===== src/rtl/led_activity_ctrl_pkg.sv =====
// Shared mode encodings and elaboration helpers for the LED activity controller.
// Pure definitions, no logic; no flow control involved.
package led_activity_ctrl_pkg;

  typedef enum logic [1:0] {
    LED_OFF     = 2'd0,
    LED_ON      = 2'd1,
    LED_BLINK   = 2'd2,
    LED_STRETCH = 2'd3
  } led_mode_e;

  // Minimum width is 1 so a value of 1 still yields a usable register.
  function automatic int clog2(input int value);
    int width;
    width = 0;
    for (int k = 0; k < 32; k++) begin
      if ((64'd1 << width) < 64'(value)) width = width + 1;
    end
    return (width < 1) ? 1 : width;
  endfunction

endpackage


===== src/rtl/led_stretch_ch.sv =====
// One LED channel: optional synchroniser, rising-edge detect, stretch counter, output mux.
// LED is registered; EVENT-to-LED latency is 3 cycles with SYNC=1, 1 with SYNC=0; never stalls.
module led_stretch_ch
  import led_activity_ctrl_pkg::*;
#(
  parameter int   STRETCH = 3,
  parameter int   SYNC    = 1,
  parameter int   SCW     = 2,
  parameter logic INV     = 1'b0
) (
  input  logic       clk_i,
  input  logic       rst_ni,
  input  logic [1:0] mode_i,
  input  logic       event_i,
  input  logic       tick_i,
  input  logic       blink_i,
  output logic       led_o
);

  logic           ev_s;
  logic           prev_q;
  logic           evt_edge;
  logic [SCW-1:0] sc_q, sc_d;
  logic           led_q, led_d;
  led_mode_e      mode;

  if (SYNC != 0) begin : g_sync
    logic s1_q, s2_q;
    always_ff @(posedge clk_i or negedge rst_ni) begin
      if (!rst_ni) begin
        s1_q <= 1'b0;
        s2_q <= 1'b0;
      end else begin
        s1_q <= event_i;
        s2_q <= s1_q;
      end
    end
    assign ev_s = s2_q;
  end else begin : g_nosync
    assign ev_s = event_i;
  end

  assign mode     = led_mode_e'(mode_i);
  assign evt_edge = ev_s & ~prev_q;

  // Edge load beats a coincident tick decrement, so a retrigger never loses time.
  always_comb begin
    sc_d = sc_q;
    if (mode != LED_STRETCH) begin
      sc_d = '0;
    end else if (evt_edge) begin
      sc_d = SCW'(STRETCH);
    end else if (tick_i && (sc_q != '0)) begin
      sc_d = sc_q - SCW'(1);
    end
  end

  // Stretch uses the next counter value so the LED lights in the same edge as the load.
  always_comb begin
    led_d = 1'b0;
    case (mode)
      LED_OFF:     led_d = 1'b0;
      LED_ON:      led_d = 1'b1;
      LED_BLINK:   led_d = blink_i;
      LED_STRETCH: led_d = (sc_d != '0);
      default:     led_d = 1'b0;
    endcase
  end

  always_ff @(posedge clk_i or negedge rst_ni) begin
    if (!rst_ni) begin
      prev_q <= 1'b0;
      sc_q   <= '0;
      led_q  <= INV;
    end else begin
      prev_q <= ev_s;
      sc_q   <= sc_d;
      led_q  <= led_d ^ INV;
    end
  end

  assign led_o = led_q;

endmodule


===== src/rtl/led_activity_ctrl.sv =====
// Front-panel LED / test-point driver: shared prescaler and heartbeat, NCH mode-selectable channels.
// LED registered (1 cycle after MODE, 1 or 3 cycles after EVENT); no backpressure, runs every cycle.
module led_activity_ctrl
  import led_activity_ctrl_pkg::*;
#(
  parameter int             NCH      = 4,
  parameter int             PRESCALE = 2**23,
  parameter int             HBW      = 4,
  parameter int             STRETCH  = 3,
  parameter int             SYNC     = 1,
  parameter logic [NCH-1:0] INVERT   = {NCH{1'b0}}
) (
  input  logic             CLK,
  input  logic             RST_N,
  input  logic [2*NCH-1:0] MODE,
  input  logic [NCH-1:0]   EVENT,
  output logic [NCH-1:0]   LED,
  output logic             TICK,
  output logic [HBW-1:0]   HBCNT
);

  localparam int PW  = clog2(PRESCALE);
  localparam int SCW = clog2(STRETCH + 1);

  logic [PW-1:0]  pre_q, pre_d;
  logic           tick_q, tick_d;
  logic [HBW-1:0] hb_q, hb_d;
  logic           pre_wrap;

  assign pre_wrap = (pre_q == PW'(PRESCALE - 1));

  // Heartbeat steps on the same edge that raises TICK, so HBCNT is already new while TICK is high.
  always_comb begin
    pre_d  = pre_wrap ? '0 : pre_q + PW'(1);
    tick_d = pre_wrap;
    hb_d   = pre_wrap ? hb_q + HBW'(1) : hb_q;
  end

  always_ff @(posedge CLK or negedge RST_N) begin
    if (!RST_N) begin
      pre_q  <= '0;
      tick_q <= 1'b0;
      hb_q   <= '0;
    end else begin
      pre_q  <= pre_d;
      tick_q <= tick_d;
      hb_q   <= hb_d;
    end
  end

  assign TICK  = tick_q;
  assign HBCNT = hb_q;

  for (genvar i = 0; i < NCH; i++) begin : g_ch
    led_stretch_ch #(
      .STRETCH (STRETCH),
      .SYNC    (SYNC),
      .SCW     (SCW),
      .INV     (INVERT[i])
    ) u_ch (
      .clk_i   (CLK),
      .rst_ni  (RST_N),
      .mode_i  (MODE[2*i +: 2]),
      .event_i (EVENT[i]),
      .tick_i  (tick_q),
      .blink_i (hb_q[HBW-1]),
      .led_o   (LED[i])
    );
  end

endmodule

===== config.mk =====
export PLATFORM = sky130hd
export DESIGN_NAME = led_activity_ctrl
export DESIGN_NICKNAME = d
export VERILOG_FILES = /design/src/rtl/led_activity_ctrl_pkg.sv /design/src/rtl/led_stretch_ch.sv /design/src/rtl/led_activity_ctrl.sv
export SDC_FILE = /design/constraint.sdc
export NUM_CORES = 1
export LEC_CHECK = 0
export CORE_AREA = 2 2 62 108
export CTS_CLUSTER_SIZE = 12
export DETAILED_ROUTE_END_ITERATION = 12
export DIE_AREA = 0 0 64 110
export SYNTH_ARGS = -nofsm -noshare
export SYNTH_HDL_FRONTEND = slang
export SYNTH_SLANG_ARGS = --single-unit

===== constraint.sdc =====
create_clock -name CLK -period 2.05 [get_ports CLK]
set_input_delay 0.205 -clock CLK [delete_from_list [all_inputs] [get_ports CLK]]
set_output_delay 0.205 -clock CLK [all_outputs]
set_load 0.005 [all_outputs]

### Word-level counts from Yosys, hierarchy flattened

Index checks and enable logic that the tools add are counted.

| word-level totals | value |
|---|---|
| output and inout port bits | 9 |
| bits of input ports | 14 |
| flip-flop bits (word level) | 52 |

| operators by class | value |
|---|---|
| equal/unequal tests | 17 |
| reductions and logical operators | 16 |
| bitwise operators | 8 |
| add/subtract/negate cells | 6 |
| multiplexer cells | 17 |

Operators with widths:

| operator | number |
|---|---|
| $mux 2 | 12 |
| $add 23x1->23 const B | 1 |
| $eq 23x23->1 const B | 1 |
| $mux 23 | 1 |
| $eq 2x2->1 const B | 8 |
| $pmux 1 s4 | 4 |
| $reduce_bool 2->1 | 8 |
| $eq 2x1->1 const B | 4 |
| $logic_not 2->1 | 4 |
| $ne 2x2->1 const B | 4 |
| $sub 2x1->2 const B | 4 |
| $add 4x1->4 const B | 1 |
| $and 1x1->1 | 4 |
| $logic_and 1x1->1 | 4 |
| $not 1->1 | 4 |

### Longest topological paths before layout

Gate-level depths: netlist (run 1).

| depth | value |
|---|---|
| word-level depth | 7 |
| mapped depth | 7 |
| gate-level depth less buffers | 6 |

### Cells and area by module

A second synthesis (run 1) with hierarchy kept.

| unflattened totals | value |
|---|---|
| cell total of the unflattened synthesis | 196 |
| area, all modules | 2,347.3 um^2 |

By module, submodules not included:

| module | area each (um^2) | times used | cells an instance | sequential area each (um^2) |
|---|---|---|---|---|
| led_activity_ctrl | 1,301.2 | 1 | 116 | 700.7 |
| led_stretch_ch | 261.5 | 4 | 20 | 150.1 |

### Worst setup path after synthesis (run 1)

No wires, ideal clock.

| path | value |
|---|---|
| path kind | reg-to-reg |
| start | reg pre_q[0] |
| end | reg hb_q[1] (netlist: HBCNT[1]) |
| period minus slack after synthesis | 1.754 ns |
| buffers on the path | 1 |
| path slack | 0.296 ns |
| library setup time | 0.127 ns |
| cell stages (with the launch flop) | 7 |
| required time | 1.923 ns |
| data arrival time | 1.627 ns |
| cells stage by stage | dfrtp_1 -> ha_1 -> nand3_1 -> nor4_1 -> and2_1 -> buf_2 -> mux2_1 |

| on the way | value |
|---|---|
| longest elaborated chain between the ends | 1 |

Ends and longest elaborated chain:

| what | RTL line | text |
|---|---|---|
| start, declared | led_activity_ctrl.sv:25 | `logic [PW-1:0] pre_q, pre_d;` |
| start signal, assigned | led_activity_ctrl.sv:45 | `pre_q <= pre_d;` |
| $eq 23x23->1 | led_activity_ctrl.sv:30 | `assign pre_wrap = (pre_q == PW'(PRESCALE - 1));` |
| end signal, assigned | led_activity_ctrl.sv:43 | `hb_q <= '0;` |
| end signal, assigned | led_activity_ctrl.sv:47 | `hb_q <= hb_d;` |
| end, declared | led_activity_ctrl.sv:27 | `logic [HBW-1:0] hb_q, hb_d;` |

No other way between the ends.
A chain may end at the register's enable or synchronous reset.

### Worst setup path after layout (run 1)

Ends and elaborated chain as after synthesis.

==> results.json, run 1 <==
{
  "status": "complete, but fails checks",
  "violations": "negative hold slack",
  "synth-simple-area-share": 0.1858,
  "synth_top_family_by_area": "simple AND/OR/NAND/NOR gates",
  "numCtsBuffers": 5,
  "ctsHoldBuffers": 0,
  "ys_seq_area_frac": 0.5717,
  "cts_root_buf": "clkbuf_8",
  "synth-seq-cells": 52,
  "syn_avg_cell_area_sq_um": 11.16,
  "grt_max_degree": 53,
  "tightestPinTransition_ns": 0.6522,
  "post_cts_buffers": 0,
  "initial_core_util": 0.3711,
  "synthMuxAreaShare": 0.02254,
  "core_sq_um": 6133,
  "place_area_sq_um": 2562,
  "hpwl_microns": 2865,
  "synth_flop_cell": "dfrtp_1",
  "stdcell_area_sq_um": 2655,
  "cts_max_level": 2,
  "worstPathMaxFanout": 5,
  "layout-drive-gt1-share": 0.06114,
  "cts_resized": 0,
  "cellLeakagePower_nw": 1.159,
  "synthTopCellsByCount": "dfrtp_1 (52), nor2_1 (20), nand2_1 (14), xnor2_1 (14), nand3_1 (12)",
  "drtIter0Drc": 74,
  "vias": 1496,
  "synthAdderAreaFrac": 0.03299,
  "timing.hold.ws_ns": -0.002828,
  "clk_latency_ns": 0.31,
  "place_congestion": 0.7720,
  "setup_viol": 0,
  "drt_wl_total_microns": 3918,
  "wire_per_inst_microns": 12.68,
  "min_period_over_period": 0.8776,
  "required_ns": 2.24,
  "synth_edf_count": 0,
  "async_flop_share": 1.000,
  "die_h_microns": 110,
  "grt-ovfl-total": 0,
  "viasPerCell": 4.841,
  "peakVddDrop_mv": 0.5075,
  "yosysUniqueCellTypes": 32,
  "startpoint_type": "flip-flop",
  "grt_usage": 0.1290,
  "synthTopCellsByArea": "dfrtp_1 (57%), xnor2_1 (5.4%), xor2_1 (3.8%), ha_1 (3.3%), nor2_1 (3.3%)",
  "period_needed_ns": 1.799,
  "syn_to_final_growth_pct": 16.66,
  "clock.fmax_mhz": 555.9,
  "synthesis.nets": 224,
  "rsz0062_at_grt": "false",
  "fillers": 577,
  "io_buffers": 22,
  "cts.sinks": 52,
  "rows": 38,
  "synth_most_common_cell": "dfrtp_1",
  "cp_data_arrival_time_ns": 1.99,
  "clock_path_buffers": 2,
  "die_w_microns": 64,
  "synth-xor-area-share": 0.09236,
  "synth_cells": 204,
  "die_area_sq_um": 7040,
  "netlist_area_sq_um": 2276,
  "synth_top_cell_by_area": "dfrtp_1",
  "crit_type": "flip-flop to flip-flop",
  "cap_violations": 0,
  "clk_pin_slew_ns": 0.10,
  "cts_tree": "done",
  "synth_compound_area_frac": 0.04893,
  "hold_violations": 9,
  "power_density_nw_per_um2": 653.4,
  "tns_ns": 0,
  "ant_nets": 0,
  "slew_viol_final": 0,
  "drc": 0,
  "io-pin-count": 23,
  "clock_skew_ns": 0.01040,
  "grt_pass1_wl_microns": 7038,
  "grt_pass1_vias": 1590,
  "synth-warning-count": 0,
  "antenna_found_initial": 0,
  "antenna_cells": 0,
  "fin_nets": 248,
  "firstDrtPassIters": 4,
  "end_kind": "flip-flop",
  "hp-class": "primary input to async pin",
  "max_slew_margin": 0.5652,
  "synth.top_cell.area_share": 0.5717
}
flip-flops by register name, summed over array words and instances, names as in the netlist:
| name | count |
|---|---|
| g_ch.u_ch.led_o | 4 |
| HBCNT | 4 |
| g_ch.u_ch.g_sync.s1_q | 4 |
| TICK | 1 |
| g_ch.u_ch.prev_q | 4 |
| pre_q | 23 |
| g_ch.u_ch.ev_s | 4 |
| g_ch.u_ch.sc_q | 8 |
cells in the final DEF, fill, tap and decap left out:
cell             instances
a211oi_1                 2
a21oi_1                  6
a31oi_1                  1
a41oi_1                  3
and2_1                   1
and3_1                   4
and4_1                   4
buf_2                    1
buf_4                    5
clkbuf_8                 5
clkdlybuf4s50_1         21
clkinv_4                 1
clkinvlp_4               2
dfrtp_1                 52
ha_1                     6
inv_1                   10
mux2_1                   1
mux2i_1                  4
nand2_1                 14
nand2b_1                 6
nand3_1                 12
nand4_1                  7
nor2_1                  20
nor2b_1                  3
nor3_1                   3
nor3b_1                  1
nor4_1                   3
nor4bb_1                 1
o211a_1                  2
o21ai_0                  1
o221ai_1                 1
or4_1                    1
or4b_1                   1
xnor2_1                 14
xor2_1                  10
final cells by class:
type	count	area (sq um)	area share
clock buffers	5	68.82	0.02592
clock inverters	3	23.77	0.008954
inverters	10	37.54	0.01414
multi-input cells	132	870.8	0.3280
flip-flops and latches	52	1301	0.4901
well taps	80	100.1	0.03770
repair buffers	27	252.7	0.09519
cells by family (layout without fill, tap and decap cells):
| family | Yosys count | count (layout) |
|---|---|---|
| flops | 52 | 52 |
| mux | 5 | 5 |
| simple gates | 81 | 81 |
| xor+xnor | 24 | 24 |
| fa+ha+maj | 6 | 6 |
| buf+inv | 20 | 45 |
| compound gates | 16 | 16 |
path summary, 6_finish.rpt:
| kind | from | to | slack [ns] | cells past startpoint |
|---|---|---|---|---|
| min reg2reg | g_ch[2].u_ch.g_sync.s1_q | g_ch[2].u_ch.ev_s | 0.35 | 0 |
| max | pre_q[0] | HBCNT[1] | 0.25 | 5 |
| max in group asynchronous | RST_N | g_ch[3].u_ch.sc_q[1] | 1.60 | 2 |
| min in group CLK | EVENT[1] | g_ch[1].u_ch.g_sync.s1_q | 0.33 | 1 |
| max reg2reg | pre_q[0] | HBCNT[1] | 0.25 | 5 |
| min | RST_N | HBCNT[2] | -0.003 | 2 |
per-layer routing:
metal / up-vias / share of wire / global-route usage
met2: 19 / 0.55 / 0.2269
li1: 740 / - / -
met1: 732 / 0.40 / 0.1503
met5: - / 0 / 0
met4: 0 / 0.022 / 0.06056
met3: 5 / 0.023 / 0.02437
per-stage QoR:
step	std cells	worst slack, ns	hold slack [ns]	power [mW]	util
finish	309	0.2510	-0.002828	1.735	0.4329
global route	309	0.06279	0.03941	1.832	0.4329
CTS	309	0.2392	0.01812	1.768	0.4329
detailed placement	301	0.2431	0.3347	1.176	0.4178
global placement	301	0.3028	0.3316	1.174	0.4178
floorplan	204	0.2959	-0.09059	1.115	-
power breakdown:
part           leakage (nW)  switching, mW  internal, mW
Sequential            0.674        0.00740          1.05
Clock                0.0404          0.340         0.242
Combinational         0.445         0.0473        0.0504
Total                  1.16          0.395          1.34
critical path, cell delays in order, from the launching register on:
cell	delay [ns]
dfrtp_1	0.39
ha_1	0.22
nand3_1	0.15
nor4_1	0.31
and2_1	0.28
mux2_1	0.34
(Power assumes the default switching activity.)
==> inputs of run 2 (changes only) <==
- DONT_BUFFER_PORTS: unset -> 1
==> run 2 against run 1 <==
The run now ends clean. Cell area decreased by 3.2%. Wire length shrank 3.2%. Utilization is 1.4 points lower. Hold slack improved by 0.015 ns. Clock skew is 0.0057 ns lower. Critical path type unchanged. Critical endpoint is now pre_q[15]. Largest cell class unchanged.
==> results.json, run 2 (synthesized netlist as in run 1, its figures left out) <==
{
  "cts_tree": "done",
  "clk_latency_ns": 0.31,
  "grt_pass1_wl_microns": 6479,
  "rows": 38,
  "startpoint_type": "flip-flop",
  "hpwl_microns": 2755,
  "peakVddDrop_mv": 0.3065,
  "required_ns": 2.24,
  "clock_skew_ns": 0.004696,
  "io-pin-count": 23,
  "grt-ovfl-total": 0,
  "grt_pass1_vias": 1443,
  "core_sq_um": 6133,
  "critPathTopFamily": "simple AND/OR/NAND/NOR gates",
  "drt_wl_total_microns": 3793,
  "hold_violations": 0,
  "fin_cells": 295,
  "hp-class": "primary input to flip-flop",
  "ctsHoldBuffers": 8,
  "die_area_sq_um": 7040,
  "initial_core_util": 0.3711,
  "setup_slack_ns": 0.2919,
  "fin_nets": 234,
  "grt_usage": 0.1236,
  "tns_ns": 0,
  "post-place-ws_ns": 0.2809,
  "layout-drive-gt1-share": 0.06512,
  "period_needed_ns": 1.758,
  "wire_per_inst_microns": 12.86,
  "cap_violations": 0,
  "critPathSlowestCell": "dfrtp_1",
  "syn_to_final_growth_pct": 12.97,
  "final_common_cell": "dfrtp_1",
  "end_kind": "flip-flop",
  "max_slew_margin": 0.7671,
  "antenna_cells": 0,
  "crit_chain": "ha_1, nand3_1, nor4_1, and2_1, buf_4, o221ai_1",
  "worstPathMaxFanout": 13,
  "rsz0062_at_grt": "false",
  "cts_max_level": 2,
  "clock.fmax_mhz": 568.8,
  "min_period_over_period": 0.8576,
  "slew_viol_final": 0,
  "fillers": 580,
  "dpl.cell_count": 279,
  "setup_viol": 0,
  "firstDrtPassIters": 4,
  "status": "complete, no violations",
  "regMostFlops": "pre_q",
  "timing.hold.ws_ns": 0.01230,
  "numCtsBuffers": 5,
  "drc": 0,
  "die_h_microns": 110,
  "ant_nets": 0,
  "tightestPinTransition_ns": 0.3462,
  "final_cell_mix": "dfrtp_1 (52), nor2_1 (20), xnor2_1 (14), nand2_1 (14), nand3_1 (12)",
  "vias": 1442,
  "crit_type": "flip-flop to flip-flop",
  "cp_data_arrival_time_ns": 1.95,
  "cellLeakagePower_nw": 1.142,
  "critical_path_buf_inv_count": 1,
  "place_congestion": 0.7836,
  "viasPerCell": 4.888,
  "clk_pin_slew_ns": 0.09,
  "power_density_nw_per_um2": 732.7,
  "largest_register_ffs": 23,
  "die_w_microns": 64,
  "antenna_found_initial": 0,
  "critPathMaxStageDelay_ns": 0.39,
  "reg_top3": "pre_q x23, g_ch.u_ch.sc_q x8",
  "clock_path_buffers": 2,
  "post_cts_buffers": 0,
  "io_buffers": 0,
  "cts_root_buf": "clkbuf_8",
  "cts.sinks": 52,
  "cts_resized": 0,
  "grt_max_degree": 53,
  "drtIter0Drc": 60
}
-- run 2: cell type report --
| cell class | count | area [sq um] | area share |
|---|---|---|---|
| well taps | 80 | 100.1 | 0.03893 |
| inverters | 10 | 37.54 | 0.01460 |
| clock inverters | 1 | 30.03 | 0.01168 |
| flip-flops and latches | 52 | 1301 | 0.5061 |
| repair buffers | 13 | 135.1 | 0.05255 |
| multi-input cells | 132 | 870.8 | 0.3387 |
| clock buffers | 7 | 96.34 | 0.03747 |
-- run 2: through the flow --
step	instance area, sq um	util	power, mW
6_report	2571	0.4192	1.884
2_1_floorplan	2276	-	1.115
4_1_cts	2571	0.4192	1.916
3_3_place_gp	2347	0.3827	1.115
3_5_place_dp	2347	0.3827	1.116
5_1_grt	2571	0.4192	1.967
-- run 2: layer usage --
| layer | share of wire | global-route usage |
|---|---|---|
| met1 | 0.39 | 0.1185 |
| met2 | 0.55 | 0.2307 |
| met3 | 0.037 | 0.02843 |
| met4 | 0.029 | 0.08230 |
| met5 | 0 | 0 |
-- run 2: power breakdown --
group	total (mW)	leakage, nW	switching (mW)	internal (mW)
sequential	1.06	0.674	0.00844	1.05
combinational	0.0737	0.403	0.0399	0.0338
clock	0.754	0.0645	0.324	0.430
total	1.88	1.14	0.372	1.51
-- run 2: worst paths after layout --
check	slack [ns]	startpoint	end	cells past startpoint
min in group asynchronous	0.40	RST_N	pre_q[2]	2
setup / recovery	0.29	pre_q[0]	pre_q[15]	6
max in group asynchronous	1.43	RST_N	g_ch[0].u_ch.prev_q	2
setup reg to reg	0.29	pre_q[0]	pre_q[15]	6
hold reg to reg	0.35	g_ch[3].u_ch.g_sync.s1_q	g_ch[3].u_ch.ev_s	0
hold / removal	0.01	MODE[1]	g_ch[0].u_ch.led_o	1
-- run 2: worst register-to-register path, stage by stage (launching register included) --
cell      delay [ns]
dfrtp_1         0.39
ha_1            0.21
nand3_1         0.14
nor4_1          0.35
and2_1          0.21
buf_4           0.21
o221ai_1        0.14
==> inputs of run 3 (changes only) <==
- CORE_AREA: 2 2 62 108 -> 2 2 81 83
- DIE_AREA: 0 0 64 110 -> 0 0 83 85
- clock period: 2.05 -> 1.92 ns (I/O delays scaled with it)
==> run 3 against run 2 <==
Fmax shrank 2.3%. Largest cell class unchanged. Combinational power is 18% higher. Critical endpoint is now g_ch[0].u_ch.led_o. First-iteration DRC count decreased by 30%.
==> results.json, run 3 (synthesized netlist as in run 1, its figures left out) <==
{
  "status": "complete, no violations",
  "period_needed_ns": 1.799,
  "initial_core_util": 0.3668,
  "fin_nets": 239,
  "worstPathMaxFanout": 3,
  "cts.sinks": 52,
  "firstDrtPassIters": 4,
  "reg_top3": "pre_q x23, g_ch.u_ch.sc_q x8",
  "critical_path_buf_inv_count": 2,
  "critPathSlowestCell": "dlygate4sd3_1",
  "die_area_sq_um": 7055,
  "io_buffers": 0,
  "dpl.cell_count": 277,
  "cp_data_arrival_time_ns": 2.04,
  "hold_violations": 0,
  "clock_path_buffers": 2,
  "final_cell_mix": "dfrtp_1 (52), nor2_1 (20), xnor2_1 (14), nand2_1 (14), nand3_1 (12)",
  "grt-ovfl-total": 0,
  "grt_max_degree": 53,
  "viasPerCell": 4.811,
  "tightestPinTransition_ns": 0.3022,
  "largest_register_ffs": 23,
  "seq_area_sq_um": 1301,
  "crit_chain": "inv_1, ha_1, nand2b_1, o211a_1, a41oi_2, dlygate4sd3_1",
  "cap_violations": 0,
  "critPathTopFamily": "buffers and inverters",
  "crit_type": "flip-flop to flip-flop",
  "drt_wl_total_microns": 3726,
  "cts_tree": "done",
  "hp-class": "primary input to flip-flop",
  "clk_latency_ns": 0.30,
  "final_common_cell": "dfrtp_1",
  "syn_to_final_growth_pct": 13.52,
  "antenna_found_initial": 0,
  "min_period_over_period": 0.9371,
  "tns_ns": 0,
  "peakVddDrop_mv": 0.3187,
  "power_mw": 1.803,
  "fillers": 585,
  "die_w_microns": 83,
  "layout-drive-gt1-share": 0.07306,
  "antenna_cells": 0,
  "rows": 29,
  "io-pin-count": 23,
  "numCtsBuffers": 5,
  "critPathMaxStageDelay_ns": 0.56,
  "hpwl_microns": 2555,
  "cts_root_buf": "clkbuf_8",
  "drtIter0Drc": 42,
  "clock_skew_ns": 0.005840,
  "slew_viol_final": 0,
  "die_h_microns": 85,
  "fin_cells": 296,
  "cts_max_level": 2,
  "place_congestion": 0.7576,
  "regMostFlops": "pre_q",
  "setup_viol": 0,
  "grt_pass1_wl_microns": 6955,
  "core_sq_um": 6205,
  "grt_pass1_vias": 1522,
  "cellLeakagePower_nw": 1.140,
  "end_kind": "flip-flop",
  "vias": 1424,
  "power_density_nw_per_um2": 697.9,
  "grt_usage": 0.1226,
  "clock.fmax_mhz": 555.8,
  "multiInputGateArea_sq_um": 884.6,
  "rsz0062_at_grt": "false",
  "wire_per_inst_microns": 12.59,
  "rrSetupSlack_ns": 0.12,
  "startpoint_type": "flip-flop",
  "clk_pin_slew_ns": 0.09,
  "required_ns": 2.16,
  "drc": 0,
  "ant_nets": 0,
  "max_slew_margin": 0.7973
}
==> run 3: layout make-up <==
cell class	count	share of cell area
Sequential cell	52	0.5036
Multi-Input combinational cell	132	0.3424
Timing Repair Buffer	18	0.07070
Tap cell	77	0.03729
Clock buffer	5	0.02663
Inverter	10	0.01453
Clock inverter	2	0.004843
==> run 3: final timing paths <==
path | startpoint | end | cells after the start
max in group asynchronous | RST_N | pre_q[17] | 2
max reg2reg | g_ch[0].u_ch.sc_q[0] | g_ch[0].u_ch.led_o | 6
min | MODE[6] | g_ch[3].u_ch.led_o | 1
min in group asynchronous | RST_N | g_ch[3].u_ch.g_sync.s1_q | 2
max | g_ch[0].u_ch.sc_q[0] | g_ch[0].u_ch.led_o | 6
min reg2reg | g_ch[2].u_ch.g_sync.s1_q | g_ch[2].u_ch.ev_s | 0
==> run 3: per-layer routing <==
layer	wire length (microns)	GRT usage
met4	61	0.05514
met3	139	0.03696
met2	1717	0.2023
met1	1807	0.1487
met5	0	0
==> run 3: what timing repair did <==
item | 4_1_cts | 5_1_grt
resized for setup | 0 | 2
buffers inserted | 0 | 0
hold buffers | 12 | 0
hold endpoints to repair | 60 | 0
setup endpoints to repair | 0 | 13
==> run 3: power by group <==
group          internal (mW)  total (mW)  switching (mW)
Clock                  0.247       0.589           0.342
Combinational         0.0423      0.0872          0.0449
Sequential              1.12        1.13         0.00877
==> run 3: stage by stage <==
stage	util	instance area, sq um	setup slack [ns]	hold WS, ns
finish	0.4164	2584	0.1209	0.01609
global placement	0.3789	2351	0.1858	-0.1015
floorplan	-	2276	0.1659	-0.1036
global route	0.4164	2584	0.005699	0.006086
CTS	0.4142	2570	0.05353	0.0003728
detailed placement	0.3789	2351	0.07586	-0.1015
